File: src/rtl/pe_meas_sched.sv
// ---------------------------------------------------------------------------
// pe_meas_sched
//
// Purpose
//   Streams one batch of N_SIGMA sigma points (160-bit, 5 x Q16.16) through a
//   single fixed-latency measurement PE. The results come back in order as
//   64-bit {range, bearing} words, each tagged with its sigma-point index.
//   The PE cannot be stalled, so upstream issue is limited by credits against
//   the result FIFO. After every reset a flush window swallows any results
//   still in the PE pipeline from before the reset.
//
// Ports
//   clk, rst            clock, synchronous active-high reset
//   start               batch start pulse (only honoured in IDLE)
//   busy / done / err   status: not-idle, end-of-batch pulse, sticky PE error
//   sp_state/valid/ready  upstream sigma-point handshake
//   pe_en_clk           PE clock enable
//   pe_state/valid      registered PE input
//   pe_meas/valid       PE result {range[63:32], bearing[31:0]}
//   m_meas/m_idx/m_valid/m_ready  downstream measurement handshake (FIFO head)
// ---------------------------------------------------------------------------
module pe_meas_sched #(
    parameter int N_SIGMA    = 11,
    parameter int PE_LATENCY = 24,
    parameter int BUF_DEPTH  = 16,
    localparam int IW        = $clog2(N_SIGMA)
) (
    input  logic           clk,
    input  logic           rst,
    input  logic           start,
    output logic           busy,
    output logic           done,
    output logic           err,
    input  logic [159:0]   sp_state,
    input  logic           sp_valid,
    output logic           sp_ready,
    output logic           pe_en_clk,
    output logic [159:0]   pe_state,
    output logic           pe_state_valid,
    input  logic [63:0]    pe_meas,
    input  logic           pe_meas_valid,
    output logic [63:0]    m_meas,
    output logic [IW-1:0]  m_idx,
    output logic           m_valid,
    input  logic           m_ready
);

    localparam int CW = $clog2(N_SIGMA + 1);       // batch counters
    localparam int AW = $clog2(BUF_DEPTH);         // FIFO address
    localparam int PW = AW + 1;                    // FIFO pointers (extra wrap bit)
    localparam int FW = $clog2(PE_LATENCY + 2);    // flush counter
    localparam int SW = ((CW > PW) ? CW : PW) + 1; // occupancy sum
    localparam int DW = 64 + IW;                   // FIFO entry: {idx, meas}

    typedef enum logic [2:0] {
        ST_FLUSH,
        ST_IDLE,
        ST_ISSUE,
        ST_DRAIN,
        ST_DONE
    } state_t;

    state_t          state_q, state_d;
    logic [FW-1:0]   flush_cnt_q, flush_cnt_d;
    logic [CW-1:0]   issue_cnt_q, issue_cnt_d;
    logic [CW-1:0]   rx_cnt_q, rx_cnt_d;
    logic [CW-1:0]   tx_cnt_q, tx_cnt_d;
    logic [PW-1:0]   wr_ptr_q, rd_ptr_q;
    logic            err_q;
    logic [159:0]    pe_state_q;
    logic            pe_state_valid_q;

    logic [DW-1:0]   fifo_mem [BUF_DEPTH];

    // ------------------------------------------------------------------
    // FIFO status and credit computation
    // ------------------------------------------------------------------
    logic [PW-1:0]   fifo_cnt;
    logic            fifo_empty;
    logic            fifo_full;
    logic [CW-1:0]   inflight;
    logic [SW-1:0]   occupancy;
    logic            credit_ok;
    logic            rx_state;
    logic            xfer;
    logic            pop;
    logic            push;
    logic            err_set;
    logic [DW-1:0]   head;

    assign fifo_cnt   = wr_ptr_q - rd_ptr_q;
    assign fifo_empty = (fifo_cnt == '0);
    assign fifo_full  = (fifo_cnt == PW'(BUF_DEPTH));

    // Every issued point reserves a FIFO slot until it is popped, so the PE
    // can never deliver a result that has nowhere to go.
    assign inflight   = issue_cnt_q - rx_cnt_q;
    assign occupancy  = SW'(inflight) + SW'(fifo_cnt);
    assign credit_ok  = (occupancy < SW'(BUF_DEPTH));

    assign sp_ready   = (state_q == ST_ISSUE)
                      && (issue_cnt_q < CW'(N_SIGMA))
                      && credit_ok;
    assign xfer       = sp_valid && sp_ready;

    assign m_valid    = !fifo_empty;
    assign pop        = m_valid && m_ready;

    // Results are only expected while a batch is in flight. A same-cycle pop
    // frees a slot, so a push into a full FIFO is still fine then.
    assign rx_state   = (state_q == ST_ISSUE) || (state_q == ST_DRAIN);
    assign push       = rx_state && pe_meas_valid
                      && (rx_cnt_q != issue_cnt_q)
                      && (!fifo_full || pop);

    // FLUSH deliberately ignores pe_meas_valid: stale pre-reset results.
    assign err_set    = pe_meas_valid
                      && ((state_q == ST_IDLE) || (state_q == ST_DONE)
                          || (rx_state && !push));

    // ------------------------------------------------------------------
    // FSM: next state and Moore outputs
    // ------------------------------------------------------------------
    always_comb begin
        state_d     = state_q;
        flush_cnt_d = flush_cnt_q;
        issue_cnt_d = issue_cnt_q + CW'(xfer);
        rx_cnt_d    = rx_cnt_q + CW'(push);
        tx_cnt_d    = tx_cnt_q + CW'(pop);
        busy        = 1'b1;
        done        = 1'b0;
        pe_en_clk   = 1'b0;

        case (state_q)
            ST_FLUSH: begin
                pe_en_clk = 1'b1;
                if (flush_cnt_q == FW'(PE_LATENCY + 1)) begin
                    state_d     = ST_IDLE;
                    flush_cnt_d = '0;
                end else begin
                    flush_cnt_d = flush_cnt_q + 1'b1;
                end
            end
            ST_IDLE: begin
                busy = 1'b0;
                if (start) begin
                    state_d     = ST_ISSUE;
                    issue_cnt_d = '0;
                    rx_cnt_d    = '0;
                    tx_cnt_d    = '0;
                end
            end
            ST_ISSUE: begin
                pe_en_clk = 1'b1;
                if (issue_cnt_q == CW'(N_SIGMA)) begin
                    state_d = ST_DRAIN;
                end
            end
            ST_DRAIN: begin
                pe_en_clk = 1'b1;
                if (tx_cnt_q == CW'(N_SIGMA)) begin
                    state_d = ST_DONE;
                end
            end
            ST_DONE: begin
                done    = 1'b1;
                state_d = ST_IDLE;
            end
            default: begin
                state_d = ST_FLUSH;
            end
        endcase
    end

    // ------------------------------------------------------------------
    // State, counters, pointers, PE input register
    // ------------------------------------------------------------------
    always_ff @(posedge clk) begin
        if (rst) begin
            state_q          <= ST_FLUSH;
            flush_cnt_q      <= '0;
            issue_cnt_q      <= '0;
            rx_cnt_q         <= '0;
            tx_cnt_q         <= '0;
            wr_ptr_q         <= '0;
            rd_ptr_q         <= '0;
            err_q            <= 1'b0;
            pe_state_q       <= '0;
            pe_state_valid_q <= 1'b0;
        end else begin
            state_q          <= state_d;
            flush_cnt_q      <= flush_cnt_d;
            issue_cnt_q      <= issue_cnt_d;
            rx_cnt_q         <= rx_cnt_d;
            tx_cnt_q         <= tx_cnt_d;
            if (push) begin
                wr_ptr_q <= wr_ptr_q + 1'b1;
            end
            if (pop) begin
                rd_ptr_q <= rd_ptr_q + 1'b1;
            end
            if (err_set) begin
                err_q <= 1'b1;
            end
            pe_state_valid_q <= xfer;
            if (xfer) begin
                pe_state_q <= sp_state;
            end
        end
    end

    // Storage has no reset; validity is carried entirely by the pointers.
    always_ff @(posedge clk) begin
        if (push) begin
            fifo_mem[wr_ptr_q[AW-1:0]] <= {rx_cnt_q[IW-1:0], pe_meas};
        end
    end

    // The head is read combinationally so it is visible in the same cycle
    // the registered count first shows the entry (one-cycle result latency).
    // It is masked while empty so the outputs read zero out of reset.
    assign head   = fifo_mem[rd_ptr_q[AW-1:0]];
    assign m_meas = m_valid ? head[63:0] : 64'd0;
    assign m_idx  = m_valid ? head[DW-1:64] : '0;

    assign err            = err_q;
    assign pe_state       = pe_state_q;
    assign pe_state_valid = pe_state_valid_q;

endmodule

File: config.mk
export PLATFORM = sky130hd
export DESIGN_NAME = pe_meas_sched
export DESIGN_NICKNAME = d
export VERILOG_FILES = /design/src/rtl/pe_meas_sched.sv
export SDC_FILE = /design/constraint.sdc
export NUM_CORES = 1
export LEC_CHECK = 0
export ABC_AREA = 1
export CORE_ASPECT_RATIO = 0.5
export CORE_MARGIN = 3
export CORE_UTILIZATION = 58
export DETAILED_ROUTE_END_ITERATION = 10
export GPL_ROUTABILITY_DRIVEN = 0
export PLACE_DENSITY_LB_ADDON = 0.3
export SKIP_CTS_REPAIR_TIMING = 1
export SYNTH_ARGS = -nofsm -noshare
export SYNTH_HDL_FRONTEND = slang
export SYNTH_SLANG_ARGS = --single-unit
File: constraint.sdc
create_clock -name clk -period 5.9 [get_ports clk]
set_input_delay 0.59 -clock clk [delete_from_list [all_inputs] [get_ports clk]]
set_output_delay 0.59 -clock clk [all_outputs]
set_load 0.01 [all_outputs]
==> reports/qor.yml, run 1 <==
synth:
  synth_area_leaders: "edfxtp_1 63%, dfxtp_1 7.5%, nand2_1 4.7%"
  ys_ff_latch: 1284
  yosysWarningCount: 0
  synth_cell_types: 37
  netlist.area_leader.share: 0.628
  syn_avg_cell_area_um2: 11.7
  syn_area_um2: 52100
  synth_flop_cell: "edfxtp_1"
  yosys.area.top_type: "edfxtp_1"
  syn_inst: 4461
  synth_most_common_cell: "edfxtp_1"
  async_flop_share: 0
  synth_enable_flop_cells: 1088
  synth_nets: 4716
  synth_common_cells: "1,088 x edfxtp_1, 652 x nand2_1, 521 x inv_1"
  yosysSeqAreaShare: 0.703
setup_path:
  cp_common_cell: "nand2_1"
  crit_type: "flip-flop to output pin"
  startpoint: "wr_ptr_q[0]"
  required_ns: 5.31
  cp_num_buf_inv: 4
  max_stage_delay_ns: 0.71
  startpoint_type: "flip-flop"
  path_max_fanout: 43
  r2r_start: "rx_cnt_q[0]"
  ff2ff_setup_slack_ns: 1.80
  critPathSlowestCell: "nand2_4"
  crit_path_end_kind: "output pin"
  path_cells: "inv_1 > ha_1 > inv_1 > fa_1 > nand3_1 > nand2_1 > nand2_1 > nand2_1 > nand2_4 > clkinv_1 > nor2_1 > clkdlybuf4s50_1"
  critPathArrivalTime_ns: 4.22
  cp_top_family: "buffers and inverters"
power:
  p_leak_nw: 23.5
  peakVddDrop_mv: 0.307
  powerDensity_nw_per_um2: 328
  finalPower_w: 0.0201
  pwr-share-clk: 0.363
  p_int_w: 0.0152
  combPwrFrac: 0.136
  power.switching_w: 0.00496
  swShare: 0.246
  power_frac_seq: 0.501
timing:
  period_share: 0.816
  setup_viol: 0
  clock_skew_ns: 0.0341
  min_period_ns: 4.81
  rsz0062_at_grt: "false"
  max_slew_margin: 0.307
  hold_ws_ns: 0.453
  tightest_slew_ns: 1.04
  final-hold-violation-count: 0
  final_max_slew_viol_count: 0
  fmax_mhz: 208
  tns_ns: 0
die:
  dieArea_um2: 93600
  die_height_um: 218
  std_cell_rows: 76
  ioPinCount: 465
  start_util: 0.595
  die-width_um: 430
  fp.coreArea_um2: 87500
cts:
  numCtsBuffers: 107
  cts_sinks: 1284
  clk_pin_slew_ns: 0.07
  cts_max_path_buffers: 3
  insertion_delay_ns: 0.71
  cts_root_buffer: "clkbuf_16"
  htree_levels: 3
  cts_tree: "done"
status:
  status: "complete, no violations"
routing:
  via_per_inst: 5.63
  antenna_left: 0
  dr_total_vias: 34285
  route.detailed.wl_per_inst_um: 20.6
  drc: 0
  routed_wirelength_mm: 125
  drt_iter0_markers: 3895
  drt_pre_antenna_iters: 6
layout:
  final_util: 0.702
  fin_nets: 5082
  drive_gt1_frac: 0.0516
  areaGrowthSynthToFinish_pct: 18.0
hold_path:
  min-delay-start: "sp_state[129]"
  hold_path.class: "input pin to flip-flop"
global_routing:
  grt_use_total: 0.265
  overflow: 0
  antenna_found_initial: 7
  grt_pass1_wl_mm: 192
  grt_pass1_vias: 33809
  grt_max_degree: 221
flow_run:
  maxCapViolations: 0
place:
  io_buffer_count: 464
  dp_hpwl_mm: 69.1
-- placed cells by master, fill, tap and decap left out, types with 4 or more instances in the layout --
master,synthesis,routed
a21oi_1,328,328
a31oi_1,64,64
buf_12,0,22
buf_4,1,31
bufinv_16,0,13
clkbuf_1,135,24
clkbuf_16,0,108
clkbuf_8,0,7
clkdlybuf4s50_1,0,464
clkinv_1,2,19
clkinv_2,0,15
clkinvlp_2,0,4
clkinvlp_4,0,4
dfxtp_1,196,192
diode_2,0,4
edfxtp_1,1088,1088
ha_1,23,23
inv_1,521,521
mux2_2,10,10
mux2i_1,220,220
nand2_1,652,651
nand3_1,258,258
nand4_1,4,4
nor2_1,414,398
nor2_4,1,17
nor3_1,6,6
o211ai_1,52,52
o21ai_0,305,305
o21ai_1,31,31
xnor2_1,5,5
xor2_1,6,6
-- state kept, by name, indices dropped and copies added, names as in the netlist, named ones only --
register / cells
fifo_mem: 1088
pe_state: 160
flush_cnt_q: 5
rd_ptr_q: 5
wr_ptr_q: 5
issue_cnt_q: 4
rx_cnt_q: 4
tx_cnt_q: 4
state_q: 3
err: 1
pe_state_valid: 1
-- power by group through the flow --
stage	sequential [W]	combinational (W)	clock, W
finish	0.0101	0.00274	0.00731
global route	0.0101	0.00301	0.00777
CTS	0.0101	0.00275	0.00740
detailed placement	0.0103	0.00272	0
global placement	0.0103	0.00263	0
floorplan	0.0103	0.00154	0
-- routing by layer --
layer  GRT usage  vias up  share of wire
li1            -    16076              -
met1       0.349    16454           0.39
met2       0.448     1494           0.50
met3      0.0461      255          0.083
met4      0.0938        6          0.030
met5           0        -        0.00033
-- kinds of logic (layout without fill, tap and decap cells) --
group           count (synthesis)  count (layout)  share of synthesized area
simple gates                 1343            1343                      0.104
compound gates                783             783                     0.0795
xor+xnor                       11              11                    0.00185
flops                        1284            1284                      0.703
other cells                     0               4                          0
fa+ha+maj                      25              25                    0.00630
buf+inv                       785            1245                     0.0607
mux                           230             230                     0.0445
-- path summary, 6_finish.rpt --
| path | end | cells after the start |
|---|---|---|
| worst min-delay path | pe_state[129] | 3 |
| worst max-delay path | m_idx[2] | 12 |
| worst max register to register | pe_state[39] | 15 |
| worst min register to register | err | 2 |
-- tightest hold or removal path, cell delays in order --
cell and delay [ns]:
clkdlybuf4s50_1 0.39, nor2_1 0.10, nor2_1 0.05
-- cell type report --
class                   instances  area, um2
well taps                    1170       1460
repair buffers                517       5320
inverters                     525       1980
clock inverters                64        716
clock buffers                 139       2890
multi-input cells            2392      12400
flip-flops and latches       1284      36600
fillers                      5797      26100
diodes                          4       10.0
-- per-stage QoR --
step	cells	setup WS, ns	cell area (um2)
after global routing	6095	0.834	61400
after detailed placement	5888	1.87	57800
after floorplan	4461	0.790	52100
after global placement	5888	1.98	57800
after CTS	6091	1.07	61400
final	6095	1.09	61400
Note: power is estimated with default switching activity, not from simulation.
==> inputs of run 2 (changes only) <==
--- a/config.mk
+++ b/config.mk
@@ -8,7 +8,7 @@
 export ABC_AREA = 1
 export CORE_ASPECT_RATIO = 0.5
 export CORE_MARGIN = 3
-export CORE_UTILIZATION = 58
+export CORE_UTILIZATION = 52
 export DETAILED_ROUTE_END_ITERATION = 10
 export GPL_ROUTABILITY_DRIVEN = 0
 export PLACE_DENSITY_LB_ADDON = 0.3
==> constraint.sdc (replaced) <==
create_clock -name clk -period 3.9 [get_ports clk]
set_input_delay 0.39 -clock clk [delete_from_list [all_inputs] [get_ports clk]]
set_output_delay 0.39 -clock clk [all_outputs]
set_load 0.01 [all_outputs]
==> run 2 against run 1 <==
Effect of this change:
- sequential power grew 50%
- clock skew shrank 0.011 ns
- count of clock-buffer cells in the layout shrank 6
- hold slack lost 0.19 ns
- core utilization shrank 6.5 points
- total power grew 52%
- register-to-register slack lost 1.2 ns
- clock power grew 50%
- final cell count grew 3.7%
- wire length shrank 0.36%
- highest routed layer unchanged
==> reports/qor.yml, run 2 (same netlist as run 1, synthesis figures left out) <==
global_routing:
  grt_max_degree: 170  # was 221
  grt_use_total: 0.233  # was 0.265
  overflow: 0  # unchanged
  use_met2: 0.389  # was 0.448
  top_usage_layer: "met2"  # unchanged
  grtUsageMet3: 0.0336  # was 0.0461
  grt_use_met1: 0.316  # was 0.349
  grt_pass1_vias: 33166  # was 33.8k
  antenna_found_initial: 5  # was 7
  grt_pass1_wl_mm: 189  # was 192 mm
cts:
  clk_pin_slew_ns: 0.07  # about the same
  numCtsBuffers: 108  # was 107
  cts_root_buffer: "clkbuf_16"  # unchanged
  cts_sinks: 1284  # unchanged
  cts_max_path_buffers: 3  # unchanged
  cts_tree: "done"  # unchanged
  htree_levels: 3  # unchanged
  insertion_delay_ns: 0.72  # was 0.71 ns
layout:
  fin_nets: 5156  # was 5,082
  areaGrowthSynthToFinish_pct: 20.6  # was 18.0%
  seq_area_um2: 36600  # about the same
  fin_area_um2: 62800  # was 61,400 um2
  final_cell_mix: "1,088 x edfxtp_1, 650 x nand2_1, 518 x inv_1, 406 x clkdlybuf4s50_1, 397 x nor2_1"  # was 1,088 x edfxtp_1, 651 x nand2_1, 521 x inv_1, 464 x clkdlybuf4s50_1, 398 x nor2_1
  largest_register_ffs: 1088  # unchanged
  drive_gt1_frac: 0.0687  # was 0.0516
  multiInputGateArea_um2: 12500  # was 12,400 um2
  final_common_cell: "edfxtp_1"  # unchanged
  nFillCells: 7221  # was 5,797
timing:
  min_period_ns: 3.76
  fmax_mhz: 266
  tightest_slew_ns: 0.950  # was 1.04 ns
  period_share: 0.963
  final_max_slew_viol_count: 0  # unchanged
  max_slew_margin: 0.367  # was 0.307
  final-hold-violation-count: 0  # unchanged
  setup_viol: 0  # unchanged
  rsz0062_at_grt: "true"  # was false
  clock_skew_ns: 0.0234  # was 0.0341 ns
setup_path:
  startpoint_type: "flip-flop"  # unchanged
  cp_common_cell: "buf_4"  # was nand2_1
  critPathSlowestCell: "fa_1"  # was nand2_4
  required_ns: 3.51  # was 5.31 ns
  path_max_fanout: 12  # was 43
  path_cells: "inv_2 > ha_1 > inv_1 > fa_1 > xnor2_1 > nand3b_1 > nor2_2 > nand2_4 > buf_4 > buf_4 > buf_12 > clkbuf_16 > clkinvlp_4 > nor2_1 > dlymetal6s2s_1"  # was inv_1 > ha_1 > inv_1 > fa_1 > nand3_1 > nand2_1 > nand2_1 > nand2_1 > nand2_4 > clkinv_1 > nor2_1 > clkdlybuf4s50_1
  max_stage_delay_ns: 0.40  # was 0.71 ns
  critPathArrivalTime_ns: 3.37  # was 4.22 ns
  crit_type: "flip-flop to output pin"  # unchanged
  crit_path_end_kind: "output pin"  # unchanged
power:
  combPwrFrac: 0.140  # was 0.136
  power_frac_seq: 0.499  # was 0.501
  p_leak_nw: 24.5  # was 23.5 nW
  pwr-share-clk: 0.361  # was 0.363
  powerDensity_nw_per_um2: 486  # was 328 nW/um2
  p_int_w: 0.0230  # was 0.0152 W
  finalPower_w: 0.0305  # was 0.0201 W
  swShare: 0.246  # about the same
  peakVddDrop_mv: 0.391  # was 0.307 mV
  power.switching_w: 0.00751  # was 0.00496 W
flow_run:
  maxCapViolations: 0  # unchanged
die:
  die-width_um: 453  # was 430 um
  start_util: 0.528  # was 0.595
  die_height_um: 230  # was 218 um
  dieArea_um2: 104000  # was 93,600 um2
  fp.coreArea_um2: 98500  # was 87,500 um2
  ioPinCount: 465  # unchanged
  std_cell_rows: 81  # was 76
routing:
  via_per_inst: 5.42  # was 5.63
  drt_iter0_markers: 3498  # was 3,895
  route.detailed.wl_per_inst_um: 19.8  # was 20.6 um
  antenna_left: 0  # unchanged
  drc: 0  # unchanged
  routed_wirelength_mm: 125  # about the same
  dr_total_vias: 34273  # about the same
  drt_pre_antenna_iters: 6  # unchanged
place:
  io_buffer_count: 464  # unchanged
  dpl-instance-area_um2: 58900  # was 57,800 um2
  dp_hpwl_mm: 71.3  # was 69.1 mm
status:
  status: "complete, no violations"  # unchanged
hold_path:
  hold_path.class: "input pin to flip-flop"  # unchanged
[run 2: changes by cell type in the layout (fill, tap and decap cells not counted), moves of 8 or more]
cell / previous run / this run
a31oi_1: 64 / 53
clkdlybuf4s50_1: 464 / 406
clkinv_2: 15 / 24
buf_12: 22 / 55
buf_4: 31 / 68
a31oi_2: 0 / 8
dlymetal6s2s_1: 0 / 57
[run 2: worst paths after layout]
| check | startpoint | endpoint | slack (ns) | cells past startpoint |
|---|---|---|---|---|
| min | sp_state[91] | pe_state[91] | 0.26 | 3 |
| max | wr_ptr_q[0] | m_meas[18] | 0.14 | 15 |
| max reg2reg | wr_ptr_q[0] | fifo_mem[13][48] | 0.63 | 14 |
| min reg2reg | err | err | 0.45 | 2 |
[run 2: power by group through the flow]
| stage | Clock, W | Combinational [W] | Sequential [W] |
|---|---|---|---|
| 2_1_floorplan | 0 | 0.00232 | 0.0156 |
| 3_3_place_gp | 0 | 0.00409 | 0.0155 |
| 3_5_place_dp | 0 | 0.00420 | 0.0155 |
| 4_1_cts | 0.0112 | 0.00424 | 0.0152 |
| 5_1_grt | 0.0118 | 0.00469 | 0.0153 |
| 6_report | 0.0110 | 0.00427 | 0.0152 |
[run 2: stage by stage]
stage / setup slack, ns / setup TNS (ns) / util / instances / hold slack [ns]
finish: 0.145 / 0 / 0.637 / 6322 / 0.264
global route: -0.0265 / -0.0423 / 0.637 / 6322 / 0.243
CTS: -0.206 / -4.59 / 0.634 / 6313 / 0.207
detailed placement: 0.547 / 0 / 0.598 / 6112 / 0.447
global placement: 0.593 / 0 / 0.598 / 6112 / 0.444
floorplan: -0.118 / -120.41 / - / 4461 / 0.452
[run 2: critical path: cells and delay by family (launching register included)]
family                   cells  cell delay (ns)
buffers and inverters        8             1.07
adder cells (fa/ha/maj)      2             0.56
AND/OR/NAND/NOR              4             0.46
flip-flops                   1             0.34
XOR/XNOR                     1             0.22
[run 2: per-layer routing]
layer / routed length (um) / vias to the layer above / part of all wire
li1: - / 16224 / -
met1: 50700 / 16564 / 0.41
met2: 62000 / 1258 / 0.50
met3: 8830 / 221 / 0.071
met4: 3430 / 6 / 0.027
met5: 43 / - / 0.00034
[run 2: layout make-up]
class / instances / area share
Antenna cell: 2 / 0.0000797
Timing Repair Buffer: 589 / 0.102
Clock inverter: 68 / 0.0113
Clock buffer: 133 / 0.0454
Sequential cell: 1284 / 0.583
Inverter: 525 / 0.0316
Timing Repair inverter: 1 / 0.000120
Multi-Input combinational cell: 2392 / 0.200
Tap cell: 1328 / 0.0265
